[src/rtl/clock_div_ctrl.sv]
// ---------------------------------------------------------------------------
// clock_div_ctrl
//   Run/stop/single-step controller for a counter-based clock divider.
//   Owns the divide counter and sequences div_clock through free-run, clean
//   stop (no truncated high phase) and single-period step. A valid/ready
//   config port retunes the half-period; new values only take effect at a
//   falling div_clock boundary (or immediately from IDLE).
//
// Parameters
//   WIDTH        bit width of divisor and internal counter
//   DEFAULT_DIV  half-period (clock cycles) loaded at reset
//
// Ports
//   clock        system clock
//   reset        asynchronous, active-high reset
//   run          level, 1 = free-run the divider
//   step         pulse, request one full div_clock period from IDLE
//   cfg_valid    new half-period offered on cfg_div
//   cfg_ready    controller can accept a half-period
//   cfg_div      requested half-period (0 is treated as 1)
//   div_clock    divided clock, registered
//   tick         one-cycle pulse coincident with each div_clock rise
//   busy         controller is not IDLE
//   active_div   half-period currently in force
//   period_count (only with CLOCK_DIV_CTRL_STATUS_EN) 16-bit tick counter
//
// Optional feature macro: CLOCK_DIV_CTRL_STATUS_EN
// ---------------------------------------------------------------------------
module clock_div_ctrl #(
   parameter int unsigned WIDTH       = 17,
   parameter int unsigned DEFAULT_DIV = 1
) (
   input  logic             clock,
   input  logic             reset,
   input  logic             run,
   input  logic             step,
   input  logic             cfg_valid,
   output logic             cfg_ready,
   input  logic [WIDTH-1:0] cfg_div,
   output logic             div_clock,
   output logic             tick,
   output logic             busy,
   output logic [WIDTH-1:0] active_div
`ifdef CLOCK_DIV_CTRL_STATUS_EN
   ,
   output logic [15:0]      period_count
`endif
);

   localparam logic [WIDTH-1:0] RESET_DIV = WIDTH'(DEFAULT_DIV);
   localparam logic [WIDTH-1:0] ONE       = WIDTH'(1);

   typedef enum logic [1:0] {
      ST_IDLE  = 2'd0,
      ST_RUN   = 2'd1,
      ST_STEP  = 2'd2,
      ST_DRAIN = 2'd3
   } state_t;

   state_t           state_q, state_d;
   logic [WIDTH-1:0] counter_q, counter_d;
   logic             div_clock_q, div_clock_d;
   logic             tick_q, tick_d;
   logic             busy_q, busy_d;
   logic [WIDTH-1:0] active_div_q, active_div_d;
   logic             pend_valid_q, pend_valid_d;
   logic [WIDTH-1:0] pend_div_q, pend_div_d;
   logic             cfg_ready_q, cfg_ready_d;

   logic             terminal;
   logic             fall;
   logic             apply_cfg;

   // Phase boundary and falling-edge detection on the counter in force.
   always_comb begin
      terminal  = (counter_q == (active_div_q - ONE));
      fall      = (state_q != ST_IDLE) && terminal && div_clock_q;
      apply_cfg = pend_valid_q && ((state_q == ST_IDLE) || fall);
   end

   // Next-state, counter, output and config-handshake logic.
   always_comb begin
      state_d      = state_q;
      counter_d    = counter_q;
      div_clock_d  = div_clock_q;
      tick_d       = 1'b0;
      active_div_d = active_div_q;
      pend_valid_d = pend_valid_q;
      pend_div_d   = pend_div_q;

      // Common counting for every non-IDLE state.
      if (state_q != ST_IDLE) begin
         if (terminal) begin
            counter_d   = '0;
            div_clock_d = ~div_clock_q;
            tick_d      = ~div_clock_q;
         end else begin
            counter_d = counter_q + ONE;
         end
      end

      case (state_q)
         ST_IDLE: begin
            counter_d   = '0;
            div_clock_d = 1'b0;
            if (run) begin
               state_d = ST_RUN;
            end else if (step) begin
               state_d = ST_STEP;
            end
         end
         ST_RUN: begin
            if (!run) begin
               if (!div_clock_q) begin
                  // Stopping in the low phase: drop straight to IDLE and
                  // suppress any rise that would have started this edge.
                  state_d     = ST_IDLE;
                  counter_d   = '0;
                  div_clock_d = 1'b0;
                  tick_d      = 1'b0;
               end else if (fall) begin
                  state_d = ST_IDLE;
               end else begin
                  state_d = ST_DRAIN;
               end
            end
         end
         ST_DRAIN: begin
            // Re-asserting run resumes seamlessly, even on the falling edge.
            if (run) begin
               state_d = ST_RUN;
            end else if (fall) begin
               state_d = ST_IDLE;
            end
         end
         ST_STEP: begin
            if (fall) begin
               state_d = ST_IDLE;
            end
         end
         default: begin
            state_d = ST_IDLE;
         end
      endcase

      // Pending divisor moves into force; counter is already 0 here.
      if (apply_cfg) begin
         active_div_d = pend_div_q;
         pend_valid_d = 1'b0;
      end

      // Handshake capture; cfg_ready is low whenever a value is pending,
      // so capture and apply never coincide.
      if (cfg_valid && cfg_ready_q) begin
         pend_valid_d = 1'b1;
         pend_div_d   = (cfg_div == '0) ? ONE : cfg_div;
      end
   end

   always_comb begin
      busy_d      = (state_d != ST_IDLE);
      cfg_ready_d = ~pend_valid_d;
   end

   // State and output registers.
   always_ff @(posedge clock or posedge reset) begin
      if (reset) begin
         state_q      <= ST_IDLE;
         counter_q    <= '0;
         div_clock_q  <= 1'b0;
         tick_q       <= 1'b0;
         busy_q       <= 1'b0;
         active_div_q <= RESET_DIV;
         pend_valid_q <= 1'b0;
         pend_div_q   <= RESET_DIV;
         cfg_ready_q  <= 1'b1;
      end else begin
         state_q      <= state_d;
         counter_q    <= counter_d;
         div_clock_q  <= div_clock_d;
         tick_q       <= tick_d;
         busy_q       <= busy_d;
         active_div_q <= active_div_d;
         pend_valid_q <= pend_valid_d;
         pend_div_q   <= pend_div_d;
         cfg_ready_q  <= cfg_ready_d;
      end
   end

   assign div_clock  = div_clock_q;
   assign tick       = tick_q;
   assign busy       = busy_q;
   assign active_div = active_div_q;
   assign cfg_ready  = cfg_ready_q;

`ifdef CLOCK_DIV_CTRL_STATUS_EN
   logic [15:0] period_count_q, period_count_d;

   // Counts ticks; updates on the same edge the tick is raised, wraps freely.
   always_comb begin
      period_count_d = period_count_q;
      if (tick_d) begin
         period_count_d = period_count_q + 16'd1;
      end
   end

   always_ff @(posedge clock or posedge reset) begin
      if (reset) begin
         period_count_q <= 16'd0;
      end else begin
         period_count_q <= period_count_d;
      end
   end

   assign period_count = period_count_q;
`endif

endmodule

[config.mk]
export PLATFORM = sky130hd
export DESIGN_NAME = clock_div_ctrl
export DESIGN_NICKNAME = d
export VERILOG_FILES = /design/src/rtl/clock_div_ctrl.sv
export SDC_FILE = /design/constraint.sdc
export NUM_CORES = 1
export LEC_CHECK = 0
export CAP_MARGIN = 15
export CORE_ASPECT_RATIO = 0.5
export CORE_MARGIN = 1.5
export CORE_UTILIZATION = 46
export CTS_BUF_LIST = sky130_fd_sc_hd__clkbuf_8
export CTS_CLUSTER_SIZE = 14
export DETAILED_ROUTE_END_ITERATION = 8
export PLACE_DENSITY = 0.69
export SLEW_MARGIN = 20
export SYNTH_ARGS = -nofsm -noshare
export SYNTH_HDL_FRONTEND = slang
export SYNTH_SLANG_ARGS = --single-unit
export TNS_END_PERCENT = 10
[constraint.sdc]
create_clock -name clock -period 3.2 [get_ports clock]
set_input_delay 0.64 -clock clock [delete_from_list [all_inputs] [get_ports clock]]
set_output_delay 0.64 -clock clock [all_outputs]
set_load 0.03 [all_outputs]
==> summary.md, run 1 <==
| Metric | Value |
|---|---|
| Pin count of the biggest net entering global routing | 38 |
| Dpl hpwl | 5.00 mm |
| Met2 GRT Util | 31.4% |
| Slowest CP cell | dfstp_2 |
| Total track usage | 20.1% |
| DR vias | 2323 |
| Critical Path Stages | 9 |
| # Post-CTS Setup Buffers | 0 |
| Drt pass-1 iters | 6 |
| Final Util | 61.2% |
| Least-Margin Pin Slew | 0.823 ns |
| Final setup viols | 0 |
| Crit path buffers/inverters | 1 |
| Fin nets | 352 |
| Critical Path Max Stage Delay | 0.61 ns |
| Initial Util | 49.4% |
| Yosys warning total | 0 |
| Clk sink count | 58 |
| LEAKAGE | 1.69 nW |
| Area grow syn2layout | 23.8% |
| Hold-fix buffers, CTS | 0 |
| Routed WL | 6.81 mm |
| Initial antenna violation count | 0 |
| Hold path startpoint | pend_div_q[0] |
| Row cnt | 20 |
| Final Non-Filler Cells | 420 |
| Ant diodes | 0 |
| WP data required | 3.42 ns |
| RSZ-0062 raised after global routing | false |
| GR Util met3 | 5.09% |
| Ys flop type | dfrtp_1 |
| Worst setup EP type | flop |
| GPL Wtd Cong | 0.847 |
| Core area | 6310 µm² |
| DR vias/cell | 5.53 |
| Die Span Y | 61.2 µm |
| Clock skew | 0.0103 ns |
| Number of buffer cells added on primary ports | 42 |
| Clock buffer count from CTS | 9 |
| Fin crit period | 3.06 ns |
| Slew margin rel. | 45.0% |
| CTS tree | yes |
| IO Pins | 43 |
| GR met1 Demand/Resource | 27.9% |
| VDD IR max | 198 µV |
| Fill count | 554 |
| Gr busiest metal | met2 |
| Hold WC Path Type | flop to flop |
| Pins Over Slew Limit | 0 |
| Vias in the first global route | 2215 |
| CP delay by family, top | simple AND/OR/NAND/NOR gates |
| CTS clk-pin slew, worst paths | 0.07 ns |
| Sequential share of the synthesized area | 46.7% |
| Initial DRC count | 75 |
| Max-cap violations | 0 |
| Critical Path Source Type | flop |
| WS Path Type | flop to flop |
| Mapped cell area | 3120 µm² |
| Die X | 119 µm |
| Pwr dens | 448 nW/µm² |
| Max Clk Rate | 327 MHz |
| Number of routed nets with antenna violations | 0 |
| Root Buffer | clkbuf_8 |
| Crit-path max FO | 17 |
| Yosys reg bits | 58 |
| GRT overflow | 0 |
| Ys async rst share | 100% |
| Wire length per cell | 16.2 µm |
| H-tree Lvls | 3 |
| Placed cells | 404 |
| First-pass GRT wire length | 11.1 mm |
| Synthesized Nets | 304 |
| Worst R2R Start | active_div[0] |
| Final worst path period share | 95.5% |
| Status | completed |
| Worst path cell trace | inv_1 -> ha_1 -> xor2_1 -> nand2_1 -> nor4b_1 -> nand4_1 -> nor2_1 -> a41oi_4 -> mux2_4 |
| Worst-Skew Late Latency | 0.34 ns |
| Syn Inst Count | 279 |
| Crit path arrival time | 3.28 ns |
| Clk buf depth | 2 |
| Hold depth | 2 |
| Crit path from | active_div[0] |
| Share of post-route cells with drive strength above 1 | 21.1% |
| TNS Setup | 0 ns |
| Post-synth cell types | 55 |
| Reg2reg path depth | 9 |
| Residual DRC count | 0 |
| Number of synthesized flops with an enable pin | 0 |
| Final hold viol count | 0 |
| DIE AREA | 7310 µm² |
| Mean Syn Cell Area | 11.2 µm² |
==> layout make-up <==
type	instances	area, µm²	area share, %
Sequential cell	58	1460	37.7
Tap cell	88	110	2.86
Clock inverter	7	103	2.66
Timing Repair Buffer	45	443	11.5
Multi-Input combinational cell	204	1590	41.2
Clock buffer	9	124	3.21
Inverter	9	33.8	0.876
==> cell usage in the layout, fill, tap and decap left out, drive strengths merged, types with 4 or more instances in the layout <==
cell type | Yosys | layout
mux2 | 33 | 33
dfrtp | 55 | 55
o21ai | 7 | 7
xnor2 | 14 | 14
clkdlybuf4s50 | 0 | 42
and3 | 5 | 5
nor2 | 32 | 32
nand2b | 4 | 4
nand4 | 4 | 4
nor3 | 5 | 5
inv | 9 | 10
clkbuf | 4 | 9
nand2 | 15 | 15
nand3 | 11 | 11
nor4 | 9 | 9
a21oi | 6 | 6
xor2 | 18 | 18
==> repair_timing <==
action / 4_1_cts / 5_1_grt
endpoints found under the setup margin: 0 / 17
hold endpoints to repair: 0 / 0
gates resized for setup: 0 / 3
==> cell families (layout without fill, tap and decap cells) <==
group           count (synthesis)  count (layout)  synth area share (%)
fa+ha+maj                       3               3                  1.20
buf+inv                        17              70                  2.81
compound gates                 35              35                  9.48
flops                          58              58                  46.7
mux                            33              33                  13.1
xor+xnor                       32              32                  9.00
simple gates                  101             101                  17.7
==> worst paths after layout <==
kind	slack, ns	endpoint
min reg2reg	0.50	pend_div_q[0]
max	0.14	active_div[12]
max in group asynchronous	2.09	cfg_ready
min in group asynchronous	0.64	pend_div_q[10]
min	0.50	pend_div_q[0]
max reg2reg	0.14	active_div[12]
==> metal layers <==
layer,part of all wire (%),wire (µm)
met4,0.88,60
met5,0,0
met3,4.4,299
met2,43,2930
met1,52,3520
==> synthesized netlist by cell type, types with 2 or more instances <==
cell type	number	area share, %
and3_1	5	1.0
nor4_1	6	1.2
nor2_1	31	3.7
dfstp_2	3	2.5
a211o_1	3	0.84
inv_1	9	1.1
xor2_1	18	5.1
dfrtp_1	55	44
and4_1	2	0.56
a21oi_1	6	0.96
nand3b_1	2	0.48
a211oi_1	3	0.72
xnor2_1	14	3.9
clkbuf_1	4	0.48
nor2b_1	2	0.40
ha_1	3	1.2
nand2b_1	4	0.80
nor3_1	4	0.64
nand4_1	4	0.80
nand2_1	15	1.8
a32o_1	2	0.64
mux2_4	10	4.8
nor4_2	2	0.80
a31oi_1	2	0.40
and2_1	3	0.60
a32oi_1	2	0.56
nand3_1	11	1.8
mux2_2	23	8.3
o21ai_0	5	0.80
==> tightest hold or removal path, delay by kind of cell (launching register included) <==
kind            cells  cell delay (ns)
flops               1             0.38
compound gates      1             0.07
simple gates        1             0.05
==> state kept, by name (all words and copies together) (netlist names) <==
| register | count |
|---|---|
| active_div | 17 |
| counter_q | 17 |
| pend_div_q | 17 |
| state_q | 2 |
| busy | 1 |
| cfg_ready | 1 |
| div_clock | 1 |
| pend_valid_q | 1 |
| tick | 1 |
==> through the flow <==
| stage | area, µm² | hold slack [ns] | total power (W) | worst slack, ns |
|---|---|---|---|---|
| floorplan | 3120 | 0.436 | 0.000919 | 0.421 |
| global placement | 3610 | 0.474 | 0.000976 | 0.215 |
| detailed placement | 3610 | 0.492 | 0.000985 | 0.143 |
| CTS | 3840 | 0.505 | 0.00175 | 0.128 |
| global route | 3860 | 0.515 | 0.00180 | 0.00499 |
| finish | 3860 | 0.504 | 0.00173 | 0.142 |
==> power by group <==
group	leakage (nW)	switching (W)	internal (W)	total [W]
Sequential	0.735	0.0000412	0.000804	0.000845
Clock	0.110	0.000312	0.000444	0.000756
Combinational	0.847	0.0000464	0.0000786	0.000125
Power figures use the tool's default switching activity.
==> run 2, diff against run 1 <==
--- a/config.mk
+++ b/config.mk
@@ -6,15 +6,17 @@
 export NUM_CORES = 1
 export LEC_CHECK = 0
 export CAP_MARGIN = 15
+export CELL_PAD_IN_SITES_DETAIL_PLACEMENT = 0
+export CELL_PAD_IN_SITES_GLOBAL_PLACEMENT = 1
 export CORE_ASPECT_RATIO = 0.5
 export CORE_MARGIN = 1.5
-export CORE_UTILIZATION = 46
+export CORE_UTILIZATION = 45
 export CTS_BUF_LIST = sky130_fd_sc_hd__clkbuf_8
 export CTS_CLUSTER_SIZE = 14
 export DETAILED_ROUTE_END_ITERATION = 8
-export PLACE_DENSITY = 0.69
+export PLACE_DENSITY_LB_ADDON = 0.1
 export SLEW_MARGIN = 20
 export SYNTH_ARGS = -nofsm -noshare
 export SYNTH_HDL_FRONTEND = slang
 export SYNTH_SLANG_ARGS = --single-unit
-export TNS_END_PERCENT = 10
+export TNS_END_PERCENT = 100
==> run 2 against run 1 <==
Clock-buffer cell count increased by 2. Combinational power about the same. Via count decreased by 4.7%. Cell area increased by 0.39%. Core utilization decreased by 3.4 points. First-iteration DRC count increased by 1.3%. Critical path type unchanged. Non-clock buffer count increased by 1. Largest power group unchanged. Final cell count increased by 0.95%. Fmax increased by 7.5%. Die area increased by 2.1%. Routed wire length decreased by 3.7%.
==> summary.md, run 2 (synthesis gave the netlist of run 1 again) <==
| Metric | Value |
|---|---|
| Number of buffer cells added on primary ports | 42 |
| Area grow syn2layout | 24.3% |
| Initial DRC count | 76 |
| Worst setup EP type | flop |
| Final setup viols | 0 |
| Drt pass-1 iters | 4 |
| DR vias | 2214 |
| GPL Wtd Cong | 0.800 |
| LEAKAGE | 1.71 nW |
| Die X | 121 µm |
| Max Clk Rate | 352 MHz |
| GRT overflow | 0 |
| WS Path Type | flop to flop |
| Initial antenna violation count | 0 |
| CP delay by family, top | simple AND/OR/NAND/NOR gates |
| Critical Path Max Stage Delay | 0.46 ns |
| Crit-path max FO | 9 |
| Total track usage | 19.5% |
| Final worst-path setup slack | 0.355 ns |
| VDD IR max | 255 µV |
| Final Util | 57.8% |
| DIE AREA | 7460 µm² |
| Min Hold Slack | 0.485 ns |
| Critical Path Source Type | flop |
| Root Buffer | clkbuf_8 |
| Wire length per cell | 15.5 µm |
| CTS clk-pin slew, worst paths | 0.06 ns |
| TNS Setup | 0 ns |
| Fin crit period | 2.84 ns |
| Clk buf depth | 2 |
| Slowest CP cell | nor3b_2 |
| Multi-input combinational cell area | 1570 µm² |
| RSZ-0062 raised after global routing | false |
| First-pass GRT wire length | 10.7 mm |
| Cts repair resizes | 0 |
| WP data required | 3.47 ns |
| Sequential cell area | 1460 µm² |
| Fin nets | 353 |
| Vias in the first global route | 2076 |
| Crit path arrival time | 3.12 ns |
| Most frequent cells in the layout | dfrtp_1 (55), clkdlybuf4s50_1 (42), nor2_1 (31) |
| Most common cell after layout, fill and taps aside | dfrtp_1 |
| Overall Power | 0.00171 W |
| Post-place setup slack | 0.153 ns |
| Worst path cell trace | inv_1 -> ha_1 -> nor3b_2 -> nand4_1 -> xnor2_1 -> a211o_1 -> nor4_2 -> and2_1 -> ha_1 -> nor2_1 |
| DR vias/cell | 5.22 |
| Clk sink count | 58 |
| Ant diodes | 0 |
| Max-cap violations | 0 |
| CTS tree | yes |
| Pins Over Slew Limit | 0 |
| Number of routed nets with antenna violations | 0 |
| Routed WL | 6.56 mm |
| Core area | 6700 µm² |
| Least-Margin Pin Slew | 0.838 ns |
| Crit path top cell by count | ha_1 |
| R2R setup slack | 0.36 ns |
| Clock skew | 0.00610 ns |
| Pin count of the biggest net entering global routing | 36 |
| Worst-Skew Late Latency | 0.34 ns |
| Row cnt | 21 |
| Crit path buffers/inverters | 1 |
| Initial Util | 46.5% |
| Final worst path period share | 88.9% |
| Residual DRC count | 0 |
| Clock buffer count from CTS | 9 |
| Fill count | 578 |
| Die Span Y | 61.8 µm |
| Final hold viol count | 0 |
| IO Pins | 43 |
| Hold WC Path Type | flop to flop |
| Status | completed |
| Pwr dens | 442 nW/µm² |
| Dpl hpwl | 4.96 mm |
| H-tree Lvls | 3 |
| Share of post-route cells with drive strength above 1 | 19.9% |
| Slew margin rel. | 44.0% |
run 2: layout make-up:
class | count | share of cell area [%]
Tap cell | 92 | 2.97
Clock buffer | 11 | 3.91
Sequential cell | 58 | 37.6
Multi-Input combinational cell | 204 | 40.6
Inverter | 9 | 0.873
Clock inverter | 4 | 1.75
Timing Repair Buffer | 46 | 12.3
run 2: worst paths after layout:
kind | to | cells past startpoint | startpoint
worst max-delay path | div_clock | 10 | active_div[1]
worst min-delay path | pend_div_q[0] | 2 | pend_div_q[0]
min in group asynchronous | pend_div_q[15] | 2 | reset
worst max register to register | div_clock | 10 | active_div[1]
worst min register to register | pend_div_q[0] | 2 | pend_div_q[0]
max in group asynchronous | cfg_ready | 3 | reset
run 2: report_power, final:
| group | switching [W] | internal, W |
|---|---|---|
| registers | 0.0000408 | 0.000804 |
| clock network | 0.000270 | 0.000471 |
| logic | 0.0000457 | 0.0000794 |
| total | 0.000356 | 0.00135 |
run 2: stage by stage:
stage / cells / cell area, µm²
final: 424 / 3870
after global routing: 424 / 3870
after CTS: 423 / 3850
after detailed placement: 408 / 3630
after global placement: 408 / 3630
after floorplan: 279 / 3120
run 2: layer usage:
metal  vias up  wire length (µm)  share of wire (%)  GRT usage (%)
met5         -                 0                  0              0
met4         0                85                1.3           6.05
met3        10               293                4.5           6.93
met2        45              2620                 40           28.2
met1      1065              3560                 54           27.7
li1       1094                 -                  -              -
run 2: repair_timing:
item	CTS	global route
setup endpoints to repair	0	17
setup buffers	0	1
hold buffers	0	0
run 2: worst min-delay path, cell delays in order (launching register included):
cell and delay [ns]:
dfstp_2 0.37, nand2_1 0.04, o21ai_0 0.06
==> run 3, diff against run 2 <==
--- a/config.mk
+++ b/config.mk
@@ -5,7 +5,7 @@
 export SDC_FILE = /design/constraint.sdc
 export NUM_CORES = 1
 export LEC_CHECK = 0
-export CAP_MARGIN = 15
+export CAP_MARGIN = 10
 export CELL_PAD_IN_SITES_DETAIL_PLACEMENT = 0
 export CELL_PAD_IN_SITES_GLOBAL_PLACEMENT = 1
 export CORE_ASPECT_RATIO = 0.5
==> results of run 3 <==
Final layout, timing and power as in run 2 (identical DEF).
